File: src/rtl/fp_adder_pkg.sv
// Shared definitions for the sequential floating-point adder:
// FSM encoding, operand class codes and format helpers.
package fp_adder_pkg;

   typedef logic [2:0] state_t;

   localparam state_t S_IDLE  = 3'd0;
   localparam state_t S_ALIGN = 3'd1;
   localparam state_t S_ADD   = 3'd2;
   localparam state_t S_NORM  = 3'd3;
   localparam state_t S_ROUND = 3'd4;
   localparam state_t S_DONE  = 3'd5;

   localparam logic [1:0] CLS_ZERO   = 2'd0;
   localparam logic [1:0] CLS_NORMAL = 2'd1;
   localparam logic [1:0] CLS_INF    = 2'd2;
   localparam logic [1:0] CLS_NAN    = 2'd3;

   function automatic int bias_of(input int exp_w);
      return (32'sd1 <<< (exp_w - 1)) - 32'sd1;
   endfunction

   // carry, hidden, fraction, guard, round, sticky
   function automatic int wm_width(input int man_w);
      return man_w + 5;
   endfunction

endpackage

File: src/rtl/fp_unpack.sv
// Splits a packed float into sign, exponent and mantissa with hidden bit,
// and classifies it; denormals are reported as zero.
module fp_unpack
   import fp_adder_pkg::*;
#(
   parameter int EXP_W = 8,
   parameter int MAN_W = 23
)
(
   input  logic [EXP_W+MAN_W:0] word,
   output logic                 sign,
   output logic [EXP_W-1:0]     exponent,
   output logic [MAN_W:0]       mantissa,
   output logic [1:0]           cls
);

   logic [EXP_W-1:0] exp_f_s;
   logic [MAN_W-1:0] frac_s;

   assign sign     = word[EXP_W+MAN_W];
   assign exp_f_s  = word[EXP_W+MAN_W-1:MAN_W];
   assign frac_s   = word[MAN_W-1:0];
   assign exponent = exp_f_s;

   // classify and attach hidden bit
   always_comb begin
      cls      = CLS_NORMAL;
      mantissa = {1'b1, frac_s};
      if (exp_f_s == {EXP_W{1'b0}}) begin
         cls      = CLS_ZERO;
         mantissa = {(MAN_W+1){1'b0}};
      end else if (exp_f_s == {EXP_W{1'b1}}) begin
         cls      = (frac_s == {MAN_W{1'b0}}) ? CLS_INF : CLS_NAN;
         mantissa = {1'b1, frac_s};
      end else begin
         cls      = CLS_NORMAL;
         mantissa = {1'b1, frac_s};
      end
   end

endmodule

File: src/rtl/fp_adder_seq.sv
// Sequential floating-point adder/subtractor with valid/ready handshakes,
// iterative normalisation and round-to-nearest-even.
module fp_adder_seq
   import fp_adder_pkg::*;
#(
   parameter int EXP_W = 8,
   parameter int MAN_W = 23
)
(
   input  logic                 clk,
   input  logic                 rst,
   input  logic                 in_valid,
   output logic                 in_ready,
   input  logic                 op,
   input  logic [EXP_W+MAN_W:0] A,
   input  logic [EXP_W+MAN_W:0] B,
   output logic                 out_valid,
   input  logic                 out_ready,
   output logic [EXP_W+MAN_W:0] Sum,
   output logic                 Cout,
   output logic                 Overflow
);

   localparam int W  = 1 + EXP_W + MAN_W;
   localparam int WM = wm_width(MAN_W);
   localparam logic [EXP_W-1:0] EXP_ONES = {EXP_W{1'b1}};
   localparam logic [W-1:0]     QNAN     = {1'b0, EXP_ONES, 1'b1, {(MAN_W-1){1'b0}}};

   logic             sa_s, sb_raw_s, sb_eff_s;
   logic [EXP_W-1:0] ea_s, eb_s;
   logic [MAN_W:0]   ma_s, mb_s;
   logic [1:0]       ca_s, cb_s;

   state_t           state_r;
   logic             sign_a_r, sign_b_r;
   logic [EXP_W:0]   exp_a_r;
   logic [EXP_W-1:0] exp_b_r;
   logic [WM-1:0]    man_a_r, man_b_r;
   logic             out_valid_r, cout_r, overflow_r;
   logic [W-1:0]     sum_r;

   logic             bypass_s;
   logic [W-1:0]     byp_sum_s;
   logic             a_ge_b_s, big_sign_s, sml_sign_s;
   logic [EXP_W-1:0] big_exp_s, sml_exp_s, diff_s;
   logic [WM-1:0]    big_man_s, sml_man_s, shift_mask_s, aligned_s;
   logic             rnd_up_s, rnd_ovf_s;
   logic [MAN_W+1:0] rnd_man_s;
   logic [EXP_W:0]   rnd_exp_s;

   fp_unpack #(.EXP_W(EXP_W), .MAN_W(MAN_W)) u_unpack_a (
      .word(A), .sign(sa_s), .exponent(ea_s), .mantissa(ma_s), .cls(ca_s)
   );
   fp_unpack #(.EXP_W(EXP_W), .MAN_W(MAN_W)) u_unpack_b (
      .word(B), .sign(sb_raw_s), .exponent(eb_s), .mantissa(mb_s), .cls(cb_s)
   );

   assign sb_eff_s  = sb_raw_s ^ op;
   assign in_ready  = (state_r == S_IDLE) && !rst;
   assign out_valid = out_valid_r;
   assign Sum       = sum_r;
   assign Cout      = cout_r;
   assign Overflow  = overflow_r;

   // special-operand results that skip the arithmetic pipeline
   always_comb begin
      bypass_s  = 1'b1;
      byp_sum_s = QNAN;
      if (ca_s == CLS_NAN || cb_s == CLS_NAN) begin
         byp_sum_s = QNAN;
      end else if (ca_s == CLS_INF && cb_s == CLS_INF) begin
         byp_sum_s = (sa_s != sb_eff_s) ? QNAN : {sa_s, EXP_ONES, {MAN_W{1'b0}}};
      end else if (ca_s == CLS_INF) begin
         byp_sum_s = {sa_s, EXP_ONES, {MAN_W{1'b0}}};
      end else if (cb_s == CLS_INF) begin
         byp_sum_s = {sb_eff_s, EXP_ONES, {MAN_W{1'b0}}};
      end else if (ca_s == CLS_ZERO && cb_s == CLS_ZERO) begin
         byp_sum_s = {sa_s & sb_eff_s, {(W-1){1'b0}}};
      end else begin
         bypass_s = 1'b0;
      end
   end

   // magnitude swap and sticky-preserving alignment shift
   always_comb begin
      a_ge_b_s = {exp_a_r[EXP_W-1:0], man_a_r} >= {exp_b_r, man_b_r};
      if (a_ge_b_s) begin
         big_sign_s = sign_a_r;  big_exp_s = exp_a_r[EXP_W-1:0];  big_man_s = man_a_r;
         sml_sign_s = sign_b_r;  sml_exp_s = exp_b_r;             sml_man_s = man_b_r;
      end else begin
         big_sign_s = sign_b_r;  big_exp_s = exp_b_r;             big_man_s = man_b_r;
         sml_sign_s = sign_a_r;  sml_exp_s = exp_a_r[EXP_W-1:0];  sml_man_s = man_a_r;
      end
      diff_s       = big_exp_s - sml_exp_s;
      shift_mask_s = ~({WM{1'b1}} << diff_s);
      if (32'(diff_s) >= 32'(MAN_W + 3)) begin
         aligned_s = {{(WM-1){1'b0}}, |sml_man_s};
      end else begin
         aligned_s    = sml_man_s >> diff_s;
         aligned_s[0] = aligned_s[0] | (|(sml_man_s & shift_mask_s));
      end
   end

   // round-to-nearest-even on the normalised working mantissa
   always_comb begin
      rnd_up_s  = man_a_r[2] & (man_a_r[1] | man_a_r[0] | man_a_r[3]);
      rnd_man_s = {1'b0, man_a_r[WM-2:3]} + {{(MAN_W+1){1'b0}}, rnd_up_s};
      rnd_exp_s = exp_a_r + {{EXP_W{1'b0}}, rnd_man_s[MAN_W+1]};
      rnd_ovf_s = rnd_exp_s >= {1'b0, EXP_ONES};
   end

   // control FSM and datapath registers
   always_ff @(posedge clk) begin
      if (rst) begin
         state_r     <= S_IDLE;
         out_valid_r <= 1'b0;
         sum_r       <= {W{1'b0}};
         cout_r      <= 1'b0;
         overflow_r  <= 1'b0;
         sign_a_r    <= 1'b0;
         sign_b_r    <= 1'b0;
         exp_a_r     <= {(EXP_W+1){1'b0}};
         exp_b_r     <= {EXP_W{1'b0}};
         man_a_r     <= {WM{1'b0}};
         man_b_r     <= {WM{1'b0}};
      end else begin
         case (state_r)
            S_IDLE: begin
               if (in_valid) begin
                  cout_r     <= 1'b0;
                  overflow_r <= 1'b0;
                  sign_a_r   <= sa_s;
                  sign_b_r   <= sb_eff_s;
                  exp_a_r    <= {1'b0, ea_s};
                  exp_b_r    <= eb_s;
                  man_a_r    <= {1'b0, ma_s, 3'b000};
                  man_b_r    <= {1'b0, mb_s, 3'b000};
                  if (bypass_s) begin
                     sum_r       <= byp_sum_s;
                     out_valid_r <= 1'b1;
                     state_r     <= S_DONE;
                  end else begin
                     state_r <= S_ALIGN;
                  end
               end
            end
            S_ALIGN: begin
               sign_a_r <= big_sign_s;
               sign_b_r <= sml_sign_s;
               exp_a_r  <= {1'b0, big_exp_s};
               man_a_r  <= big_man_s;
               man_b_r  <= aligned_s;
               state_r  <= S_ADD;
            end
            S_ADD: begin
               man_a_r <= (sign_a_r ^ sign_b_r) ? (man_a_r - man_b_r) : (man_a_r + man_b_r);
               state_r <= S_NORM;
            end
            S_NORM: begin
               if (man_a_r == {WM{1'b0}}) begin
                  sum_r       <= {W{1'b0}};
                  out_valid_r <= 1'b1;
                  state_r     <= S_DONE;
               end else if (man_a_r[WM-1]) begin
                  man_a_r <= {1'b0, man_a_r[WM-1:2], man_a_r[1] | man_a_r[0]};
                  exp_a_r <= exp_a_r + {{EXP_W{1'b0}}, 1'b1};
                  cout_r  <= 1'b1;
                  state_r <= S_ROUND;
               end else if (man_a_r[WM-2]) begin
                  state_r <= S_ROUND;
               end else if (exp_a_r <= {{EXP_W{1'b0}}, 1'b1}) begin
                  sum_r       <= {sign_a_r, {(W-1){1'b0}}};
                  out_valid_r <= 1'b1;
                  state_r     <= S_DONE;
               end else begin
                  man_a_r <= man_a_r << 1;
                  exp_a_r <= exp_a_r - {{EXP_W{1'b0}}, 1'b1};
               end
            end
            S_ROUND: begin
               if (rnd_ovf_s) begin
                  sum_r      <= {sign_a_r, EXP_ONES, {MAN_W{1'b0}}};
                  overflow_r <= 1'b1;
               end else begin
                  sum_r <= {sign_a_r, rnd_exp_s[EXP_W-1:0], rnd_man_s[MAN_W-1:0]};
               end
               out_valid_r <= 1'b1;
               state_r     <= S_DONE;
            end
            S_DONE: begin
               if (out_ready) begin
                  out_valid_r <= 1'b0;
                  state_r     <= S_IDLE;
               end
            end
            default: begin
               out_valid_r <= 1'b0;
               state_r     <= S_IDLE;
            end
         endcase
      end
   end

endmodule

File: config.mk
export PLATFORM = sky130hd
export DESIGN_NAME = fp_adder_seq
export DESIGN_NICKNAME = d
export VERILOG_FILES = /design/src/rtl/fp_adder_pkg.sv /design/src/rtl/fp_unpack.sv /design/src/rtl/fp_adder_seq.sv
export SDC_FILE = /design/constraint.sdc
export NUM_CORES = 1
export LEC_CHECK = 0
export BUFFER_PORTS_ARGS = -buffer_cell sky130_fd_sc_hd__buf_2
export CORE_MARGIN = 5
export CORE_UTILIZATION = 35
export CTS_CLUSTER_SIZE = 24
export DETAILED_ROUTE_END_ITERATION = 10
export SYNTH_ARGS = -nofsm -noshare
export SYNTH_HDL_FRONTEND = slang
export SYNTH_SLANG_ARGS = --single-unit
export TNS_END_PERCENT = 30
File: constraint.sdc
create_clock -name clk -period 5 [get_ports clk]
set_clock_uncertainty 0.1 [all_clocks]
set_input_delay 0.75 -clock clk [delete_from_list [all_inputs] [get_ports clk]]
set_output_delay 0.75 -clock clk [all_outputs]
set_load 0.005 [all_outputs]
==> impl_metrics.tcl, run 1 <==
set metrics [dict create \
    period_needed_ns 4.874 \
    ant_nets 0 \
    boundaryPins 105 \
    vdd_ir_drop_max_uv 330.7 \
    rows 68 \
    cp.depth 23 \
    synth_top_area_cell "dfxtp_1" \
    die_area_um2 38250 \
    end_kind "register" \
    crit_fanout 10 \
    port_buffers 104 \
    hold_buffers 0 \
    cts-htree-levels 4 \
    syn-num-nets 1815 \
    track_usage_pct 25.25 \
    syn_area_per_cell_um2 7.200 \
    cts_tree "yes" \
    rr_worst_depth 23 \
    r2r-end "man_b_r[11]" \
    antenna_found_initial 1 \
    cts.clk_slew.worst_paths_ns 0.06 \
    hp-class "reg2reg" \
    crit_path_start_kind "register" \
    rrSetupSlack_ns 0.13 \
    seq_area_frac_synth_pct 18.77 \
    synth_cell_types 96 \
    core-area_um2 34290 \
    grt-ovfl-total 0 \
    syn_inst 1674 \
    synth_area_um2 12050 \
    fin_crit_sh_pct 97.49 \
    crit_top_cell "buf_6" \
    crit_start "exp_b_r[1]" \
    fin_util_pct 44.17 \
    grt_pass1_wl_mm 76.87 \
    cp.arrival_ns 5.05 \
    dr.pass1.iters 8 \
    hpwl_mm 38.67 \
    hold_end "Cout" \
    min-delay-start "Cout" \
    async_reset_ff_share_pct 0 \
    tightestPinTransition_ns 1.151 \
    synth_area_leaders "dfxtp_1, ha_1, a21oi_1" \
    cts_buffers 17 \
    ys.flop_type "dfxtp_1" \
    setup_tns_ns 0 \
    crit_type "reg2reg" \
    finalSetupViolations 0 \
    yosysWarnings 0 \
    vias 14070 \
    crit_family "compound AO/OA/AOI/OAI gates" \
    drc 0 \
    viasPerCell 6.011 \
    cp.required_ns 5.18 \
    powerDensity_nw_per_um2 611.1 \
    slew_viol_final 0 \
    area_growth_pct 25.66 \
    finalHoldViolations 0 \
    max_slew_margin_pct 23.25 \
    totalWireLength_mm 50.32 \
    place.gp.congestion 0.9673 \
    wl_per_cell_um 21.51 \
    synth_top_area_share_pct 18.77 \
    cap_violations 0 \
    synth_enable_flop_cells 0 \
    fmax_mhz 205.2 \
    antenna_cells 0 \
    r2r-start "exp_b_r[1]" \
    crit_buf_inv 7 \
    cts.sinks 113 \
    outcome "finished clean" \
    clk_path_buf_depth 2 \
    slowest_stage "or4_4" \
    crit_chain "inv_1 > ha_4 > nand4_1 > or4_4 > o22ai_4 > buf_6 > nor3_4 > a22oi_2 > ha_2 > buf_6 > nor4_2 > a2111oi_2 > buf_4 > and4_4 > buf_12 > buf_4 > buf_6 > mux2i_1 > and3_1 > a31oi_1 > o21ai_1 > a221oi_2 > a211oi_1" \
    final_layout_size_suffix_gt1_share_pct 23.93 \
    die_y_um 195.6 \
    grt_pass1_vias 13400 \
    clock-root-buffer "clkbuf_16" \
    rsz0062_at_grt "true" \
    p_leak_nw 6.266 \
    max_stage_delay_ns 0.60 \
    grt_max_degree 71 \
    clk_latency_ns 0.44 \
    initial_core_util_pct 35.15 \
    synth_seq_cells 113 \
    hold_depth 2 \
    first_iter_violations 1457 \
    die_w_um 195.6 \
    nets 2013 \
]
==> flip-flops by register name, indices dropped and copies added (netlist names) <==
name       count
Cout           1
Overflow       1
Sum           32
exp_a_r        9
exp_b_r        8
man_a_r       28
man_b_r       28
out_valid      1
sign_a_r       1
sign_b_r       1
state_r        3
==> cell families (layout without fill, tap and decap cells) <==
family	Yosys count	in the layout	share of synthesized area, %
AO/OA/AOI/OAI	470	470	26.77
XOR/XNOR	82	82	6.177
adder cells (fa/ha/maj)	73	73	7.620
buffers and inverters	202	413	6.727
flip-flops	113	113	18.77
multiplexers	79	79	8.461
AND/OR/NAND/NOR	655	655	25.47
==> layer usage <==
layer  up-vias  track usage (%)  part of all wire (%)
li1       6593                -                     -
met2       632            42.06                    47
met5         -                0                 0.024
met3       131            4.072                   6.7
met4         2            11.74                   5.0
met1      6707            31.95                    41
==> stage by stage <==
step	setup WS [ns]	power (mW)	cell area, um^2	cells	hold WS [ns]
after floorplan	0.07124	5.325	12050	1674	0.3494
after global placement	0.003172	7.443	14160	2295	0.3430
after detailed placement	-0.1331	7.484	14160	2295	0.3453
after CTS	0.01286	8.815	14780	2328	0.3525
after global routing	-0.1754	9.850	15150	2340	0.4004
final	0.1257	9.255	15150	2340	0.3534
==> power by group <==
| group | switching, mW | internal, mW |
|---|---|---|
| combinational | 4.04 | 2.81 |
| clock | 0.519 | 0.752 |
| sequential | 0.0962 | 1.04 |
| total | 4.65 | 4.60 |
==> worst max-delay path by stage <==
stage                       end  slack, ns
finish              man_b_r[11]       0.13
global route         man_b_r[0]      -0.18
CTS                  man_b_r[0]       0.01
detailed placement  man_b_r[11]      -0.13
global placement    man_b_r[11]      0.003
floorplan            man_b_r[7]       0.07
==> area by class of cell <==
| type | count | area, um^2 |
|---|---|---|
| sequential | 113 | 2267 |
| clock inverter | 14 | 156.4 |
| tap | 455 | 569.3 |
| clock buffer | 18 | 439.2 |
| timing repair buffer | 317 | 2205 |
| fill | 3530 | 19140 |
| multi-input combinational | 1359 | 9269 |
| inverter | 64 | 240.2 |
==> cells in the mapped netlist (7+ instances only) <==
cell,number
mux4_2,17
a222oi_1,25
nand2b_1,13
a221oi_1,26
ha_1,71
a211oi_1,35
a21oi_1,149
xor2_1,19
nor2_1,195
dfxtp_1,113
mux2i_1,58
nand2_1,184
nand3_1,52
o31ai_1,7
inv_1,63
clkbuf_1,109
o22ai_1,7
buf_4,7
or3_1,12
a31oi_1,19
nor4_1,32
o21ai_0,60
and2_1,9
nor2b_1,7
a22oi_1,32
xnor2_1,61
nand4_1,27
buf_2,15
nor3_1,66
o21ai_1,12
and3_1,26
a21o_1,10
==> worst min-delay path, delay by kind of cell (launching register included) <==
kind | cells | cell delay (ns)
AO/OA/AOI/OAI | 1 | 0.05
flip-flops | 1 | 0.30
AND/OR/NAND/NOR | 1 | 0.05
==> what timing repair did <==
item                                    CTS  global route
endpoints found under the setup margin   20            31
endpoints found under the hold margin     0             0
cloned                                    0             1
buffers inserted                          1            11
pin swaps                                 2            27
gates resized for setup                   4            55
==> cells in the final DEF (no fill, tap or decap), types with 6 or more instances in the layout <==
master / instances
a21oi_1: 143
nor2b_1: 7
and3_1: 25
clkbuf_16: 18
a21o_1: 10
o21ai_0: 57
o21ai_1: 12
a21oi_2: 6
nor4_1: 28
o2111ai_1: 6
a222oi_1: 25
nand4_1: 27
nor3_1: 64
nor2_1: 189
o22ai_1: 7
mux4_2: 17
or2_2: 6
xor2_1: 19
o211ai_1: 6
a221oi_1: 23
nand2_1: 183
a211oi_1: 35
a31oi_1: 19
buf_2: 103
inv_1: 61
o21a_1: 6
dfxtp_1: 109
or3_1: 11
xnor2_1: 60
o31ai_1: 7
a22oi_1: 30
mux2i_1: 56
and2_1: 8
nand3_1: 52
buf_4: 205
ha_1: 65
nand2b_1: 13
Note: power is estimated with default switching activity, not from simulation.
==> inputs of run 2 (changes only) <==
--- a/config.mk
+++ b/config.mk
@@ -12,5 +12,6 @@
 export DETAILED_ROUTE_END_ITERATION = 10
 export SYNTH_ARGS = -nofsm -noshare
 export SYNTH_HDL_FRONTEND = slang
+export SYNTH_HIERARCHICAL = 1
 export SYNTH_SLANG_ARGS = --single-unit
 export TNS_END_PERCENT = 30
==> constraint.sdc (replaced) <==
create_clock -name clk -period 5 [get_ports clk]
set_clock_uncertainty 0.1 [all_clocks]
set_input_delay 0.75 -clock clk [delete_from_list [all_inputs] [get_ports clk]]
set_output_delay 0.75 -clock clk [all_outputs]
set_load 0.1 [all_outputs]
==> run 2 against run 1 <==
Net effect: via count up 3.5%; core utilization up 1.3 points; critical path type unchanged; sequential power about the same; synthesized cell count up 2.3%; register-to-register slack worse by 0.04 ns; combinational power up 2%; first-iteration DRC count down 8.1%; critical path depth up 1; maximum frequency down 0.79%; worst setup slack worse by 0.039 ns; non-clock buffer count up 50.
==> impl_metrics.tcl, run 2 <==
set metrics [dict create \
    hp-class "reg2reg" \
    cp.depth 24 \
    setup_tns_ns 0 \
    synth_cell_types 91 \
    cp.arrival_ns 5.15 \
    cap_violations 0 \
    final_cell_mix "buf_4, nor2_1, nand2_1" \
    crit_path_end "man_b_r[7]" \
    die_y_um 199.5 \
    drc 0 \
    final_common_cell "buf_4" \
    tightestPinTransition_ns 1.170 \
    grt_pass1_wl_mm 83.81 \
    grt-ovfl-total 0 \
    largest_reg_flops 32 \
    finalHoldViolations 0 \
    crit_chain "inv_1 > ha_1 > a21oi_1 > o21ai_0 > a21o_1 > a211o_4 > a211o_4 > a22oi_2 > ha_2 > buf_4 > or3_4 > a211oi_1 > a211o_1 > buf_4 > nor4_4 > buf_8 > buf_6 > buf_4 > a21oi_1 > o21ai_1 > buf_4 > nand3_1 > a31o_1 > a221oi_4" \
    clk_path_buf_depth 2 \
    crit_start "man_b_r[4]" \
    powerDensity_nw_per_um2 582.5 \
    syn_area_per_cell_um2 7.341 \
    port_buffers 104 \
    synth_top_area_cell "dfxtp_1" \
    slowest_stage "dfxtp_1" \
    fin_util_pct 45.51 \
    initial_core_util_pct 35.44 \
    synth_top_area_share_pct 17.99 \
    clk_latency_ns 0.44 \
    outcome "finished clean" \
    synth_seq_cells 113 \
    period_needed_ns 4.913 \
    track_usage_pct 27.01 \
    vias 14560 \
    cts_tree "yes" \
    rr_worst_depth 24 \
    vdd_ir_drop_max_uv 300.1 \
    cts.clk_slew.worst_paths_ns 0.06 \
    synth_area_um2 12570 \
    totalWireLength_mm 55.69 \
    fin_crit_sh_pct 98.27 \
    end_kind "register" \
    clock-root-buffer "clkbuf_16" \
    p_leak_nw 6.682 \
    ant_nets 0 \
    antenna_cells 0 \
    crit_top_cell "buf_4" \
    crit_path_start_kind "register" \
    nets 2087 \
    crit_buf_inv 7 \
    cts_buffers 17 \
    grt_pass1_vias 14100 \
    r2r-start "man_b_r[4]" \
    finalSetupViolations 0 \
    synth_commonest_cells "nor2_1, nand2_1, a21oi_1" \
    rsz0062_at_grt "true" \
    place_inst 2368 \
    fillers 3642 \
    core-area_um2 35480 \
    seq_area_frac_synth_pct 17.99 \
    cts-htree-levels 4 \
    slew_viol_final 0 \
    fin_cells 2420 \
    hpwl_mm 43.19 \
    first_iter_violations 1339 \
    synth_area_leaders "dfxtp_1, ha_1, nor2_1" \
    synth_most_common_cell "nor2_1" \
    max_slew_margin_pct 21.69 \
    wl_per_cell_um 23.01 \
    cp.required_ns 5.23 \
    ys.flop_type "dfxtp_1" \
    rows 69 \
    die_w_um 199.5 \
    dr.pass1.iters 6 \
    crit_type "reg2reg" \
    max_stage_delay_ns 0.42 \
    power.total_mw 9.406 \
    final_layout_size_suffix_gt1_share_pct 27.00 \
    async_reset_ff_share_pct 0 \
    rrSetupSlack_ns 0.09 \
    yosysWarnings 6 \
    synth_enable_flop_cells 0 \
    r2r-end "man_b_r[7]" \
    viasPerCell 6.018 \
    fmax_mhz 203.5 \
    crit_family "compound AO/OA/AOI/OAI gates" \
    syn-num-nets 1854 \
    syn_inst 1713 \
    boundaryPins 105 \
    cts.sinks 113 \
    place.gp.congestion 0.9765 \
    hold_buffers 0 \
    antenna_found_initial 0 \
    crit_fanout 6 \
    die_area_um2 39820 \
    grt_max_degree 56 \
    area_growth_pct 28.41 \
]
## run 2: power by group
part,internal (mW),switching [mW]
Clock,0.733,0.536
Combinational,2.96,4.06
Sequential,1.02,0.0927
Total,4.72,4.69
## run 2: area by class of cell
type                    instances  area (um^2)  share of cell area, %
repair buffers                367         2585                  16.01
clock inverters                13        126.4                 0.7826
clock buffers                  19        464.2                  2.875
well taps                     461        576.8                  3.572
multi-input cells            1388         9894                  61.28
inverters                      59        224.0                  1.387
flip-flops and latches        113         2276                  14.10
## run 2: cell families after synthesis
kind of cell / synth area share, %
simple gates: 24.70
compound gates: 27.81
buf+inv: 7.124
flops: 17.99
mux: 9.164
xor+xnor: 5.990
fa+ha+maj: 7.224
## run 2: metal layers
layer / part of all wire [%] / track usage (%)
met2: 48 / 46.05
met1: 42 / 34.49
met3: 6.0 / 3.996
met4: 4.4 / 10.24
met5: 0 / 0
## run 2: how the worst min path moves through the flow
stage | depth (start not counted) | from | endpoint
after floorplan | 2 | exp_b_r[7] | exp_b_r[7]
after detailed placement | 2 | out_valid | out_valid
after global placement | 2 | out_valid | out_valid
after CTS | 2 | out_valid | out_valid
after global routing | 2 | out_valid | out_valid
final | 2 | out_valid | out_valid
## run 2: repair_timing
item                                    CTS  global route
pin swaps                                 1            38
endpoints found under the setup margin    6            59
setup buffers                             0            20
gates cloned                              0             1
gates resized for setup                  10            84
## run 2: worst min-delay path, cell delays in order (launching register included)
cell and delay (ns):
dfxtp_1 0.30, nand2_1 0.05, a21oi_1 0.05
## run 2: through the flow
| step | cell area [um^2] | hold slack (ns) | setup WS (ns) |
|---|---|---|---|
| global route | 16150 | 0.3882 | -0.08920 |
| floorplan | 12680 | 0.3363 | -0.01830 |
| finish | 16150 | 0.3584 | 0.08667 |
| global placement | 14940 | 0.3422 | -0.1857 |
| CTS | 15580 | 0.3606 | 0.02426 |
| detailed placement | 14940 | 0.3521 | -0.2158 |
==> inputs of run 3 (changes only) <==
--- a/config.mk
+++ b/config.mk
@@ -8,8 +8,10 @@
 export BUFFER_PORTS_ARGS = -buffer_cell sky130_fd_sc_hd__buf_2
 export CORE_MARGIN = 5
 export CORE_UTILIZATION = 35
+export CTS_BUF_LIST = sky130_fd_sc_hd__clkbuf_4 sky130_fd_sc_hd__clkbuf_8
 export CTS_CLUSTER_SIZE = 24
 export DETAILED_ROUTE_END_ITERATION = 10
+export SETUP_SLACK_MARGIN = 0.5
 export SYNTH_ARGS = -nofsm -noshare
 export SYNTH_HDL_FRONTEND = slang
 export SYNTH_HIERARCHICAL = 1
==> run 3 against run 2 <==
Net effect: maximum frequency rose by 2.0%; combinational power rose by 3.3%; wire length fell by 2.2%; register-to-register slack improved by 0.097 ns; cell count fell by 0.37%; critical path type unchanged.
==> impl_metrics.tcl, run 3 (synthesis gave the netlist of run 2 again) <==
set metrics [dict create \
    boundaryPins 105 \
    die_area_um2 39820 \
    slew_viol_final 0 \
    clk_latency_ns 0.48 \
    min-delay-start "out_valid" \
    grt_pass1_vias 13900 \
    grt_max_degree 78 \
    cts-htree-levels 4 \
    track_usage_pct 26.33 \
    crit_start "man_b_r[5]" \
    period_needed_ns 4.817 \
    wl_per_cell_um 22.58 \
    crit_family "compound AO/OA/AOI/OAI gates" \
    die_y_um 199.5 \
    max_slew_margin_pct 22.63 \
    end_kind "register" \
    crit_type "reg2reg" \
    grt_util_met2_pct 43.27 \
    first_iter_violations 1470 \
    cts_tree "yes" \
    clk_path_buf_depth 2 \
    core-area_um2 35480 \
    nets 2078 \
    die_w_um 199.5 \
    antenna_cells 0 \
    port_buffers 104 \
    use_met3_pct 3.541 \
    hold_buffers 0 \
    crit_fanout 9 \
    cap_violations 0 \
    largest_reg_flops 32 \
    cts.sinks 113 \
    setup_tns_ns 0 \
    finalSetupViolations 0 \
    rows 69 \
    rr_worst_depth 22 \
    vias 14550 \
    fillers 3581 \
    viasPerCell 6.033 \
    ant_nets 0 \
    rsz0062_at_grt "true" \
    outcome "finished clean" \
    cts_buffers 17 \
    power.total_mw 9.479 \
    r2r-start "man_b_r[5]" \
    powerDensity_nw_per_um2 575.5 \
    cts.clk_slew.worst_paths_ns 0.09 \
    crit_path_start_kind "register" \
    drc 0 \
    place.gp.congestion 0.9621 \
    dr.pass1.iters 6 \
    grt-ovfl-total 0 \
    holdWs_ns 0.3661 \
    initial_core_util_pct 35.44 \
    crit_chain "inv_1 > ha_1 > a21oi_2 > o21ai_1 > a21o_1 > a211o_4 > a211o_4 > a22oi_2 > ha_2 > a22o_1 > a211oi_2 > buf_4 > a311oi_4 > buf_6 > xor2_4 > o41ai_4 > buf_4 > or2_4 > buf_12 > nand4_1 > a31o_1 > a221oi_4" \
    cp.required_ns 5.25 \
    area_growth_pct 30.99 \
    antenna_found_initial 0 \
    cp.arrival_ns 5.07 \
    final_cell_mix "buf_4, nor2_1, nand2_1" \
    fin_crit_sh_pct 96.33 \
    final_layout_size_suffix_gt1_share_pct 29.69 \
    hpwl_mm 41.37 \
    slowest_stage "a211o_4" \
    final_common_cell "buf_4" \
    fin_util_pct 46.42 \
    clock-root-buffer "clkbuf_8" \
    hp-class "reg2reg" \
    totalWireLength_mm 54.45 \
    hold_depth 2 \
    use_met1_pct 33.64 \
    crit_buf_inv 5 \
    finalHoldViolations 0 \
    cp.depth 22 \
    vdd_ir_drop_max_uv 346.9 \
    tightestPinTransition_ns 1.156 \
    p_leak_nw 6.719 \
    grt_busiest_layer "met2" \
    grt_pass1_wl_mm 81.65 \
    fmax_mhz 207.6 \
    max_stage_delay_ns 0.39 \
]
-- run 3: metal layers --
metal  share of wire, %  wire length, um  vias to the layer above
met5                  0                0                        -
met4                5.9             3235                        0
met3                6.3             3450                      164
met2                 47            25350                      642
met1                 41            22410                     6942
li1                   -                -                     6798
-- run 3: layout make-up --
type / count / area [um^2] / share of cell area [%]
repair buffers: 358 / 2635 / 16.00
clock buffers: 20 / 269.0 / 1.633
clock inverters: 12 / 203.9 / 1.238
well taps: 461 / 576.8 / 3.502
flip-flops and latches: 113 / 2293 / 13.92
inverters: 59 / 224.0 / 1.360
multi-input cells: 1388 / 10270 / 62.34
-- run 3: worst reg2reg max path: stages, from the launching register on --
cell and delay (ns):
dfxtp_1 0.34, inv_1 0.06, ha_1 0.30, a21oi_2 0.14
o21ai_1 0.09, a21o_1 0.21, a211o_4 0.39, a211o_4 0.34
a22oi_2 0.14, ha_2 0.21, a22o_1 0.15, a211oi_2 0.04
buf_4 0.16, a311oi_4 0.29, buf_6 0.16, xor2_4 0.07
o41ai_4 0.31, buf_4 0.23, or2_4 0.14, buf_12 0.11
nand4_1 0.08, a31o_1 0.26, a221oi_4 0.36
-- run 3: final timing paths --
path / to / slack, ns
min reg2reg: out_valid / 0.37
min: out_valid / 0.37
max: man_b_r[7] / 0.18
max reg2reg: man_b_r[7] / 0.18
-- run 3: metrics by stage --
stage | setup slack, ns | instances | cell area [um^2]
after floorplan | -0.01830 | 1713 | 12700
after global placement | -0.01506 | 2342 | 14800
after detailed placement | -0.07401 | 2342 | 14800
after CTS | 0.1297 | 2389 | 15770
after global routing | 0.02510 | 2411 | 16470
final | 0.1833 | 2411 | 16470
-- run 3: power breakdown --
group | internal, mW | leakage [nW] | total, mW | switching (mW)
clock | 0.628 | 0.226 | 1.10 | 0.468
sequential | 1.02 | 0.934 | 1.13 | 0.104
combinational | 3.10 | 5.56 | 7.25 | 4.15
total | 4.76 | 6.72 | 9.48 | 4.72
-- run 3: timing repair --
item | in CTS | in global routing
pin swaps | 42 | 40
endpoints found under the setup margin | 59 | 66
gates cloned | 0 | 1
gates resized for setup | 81 | 106
setup buffers | 15 | 21
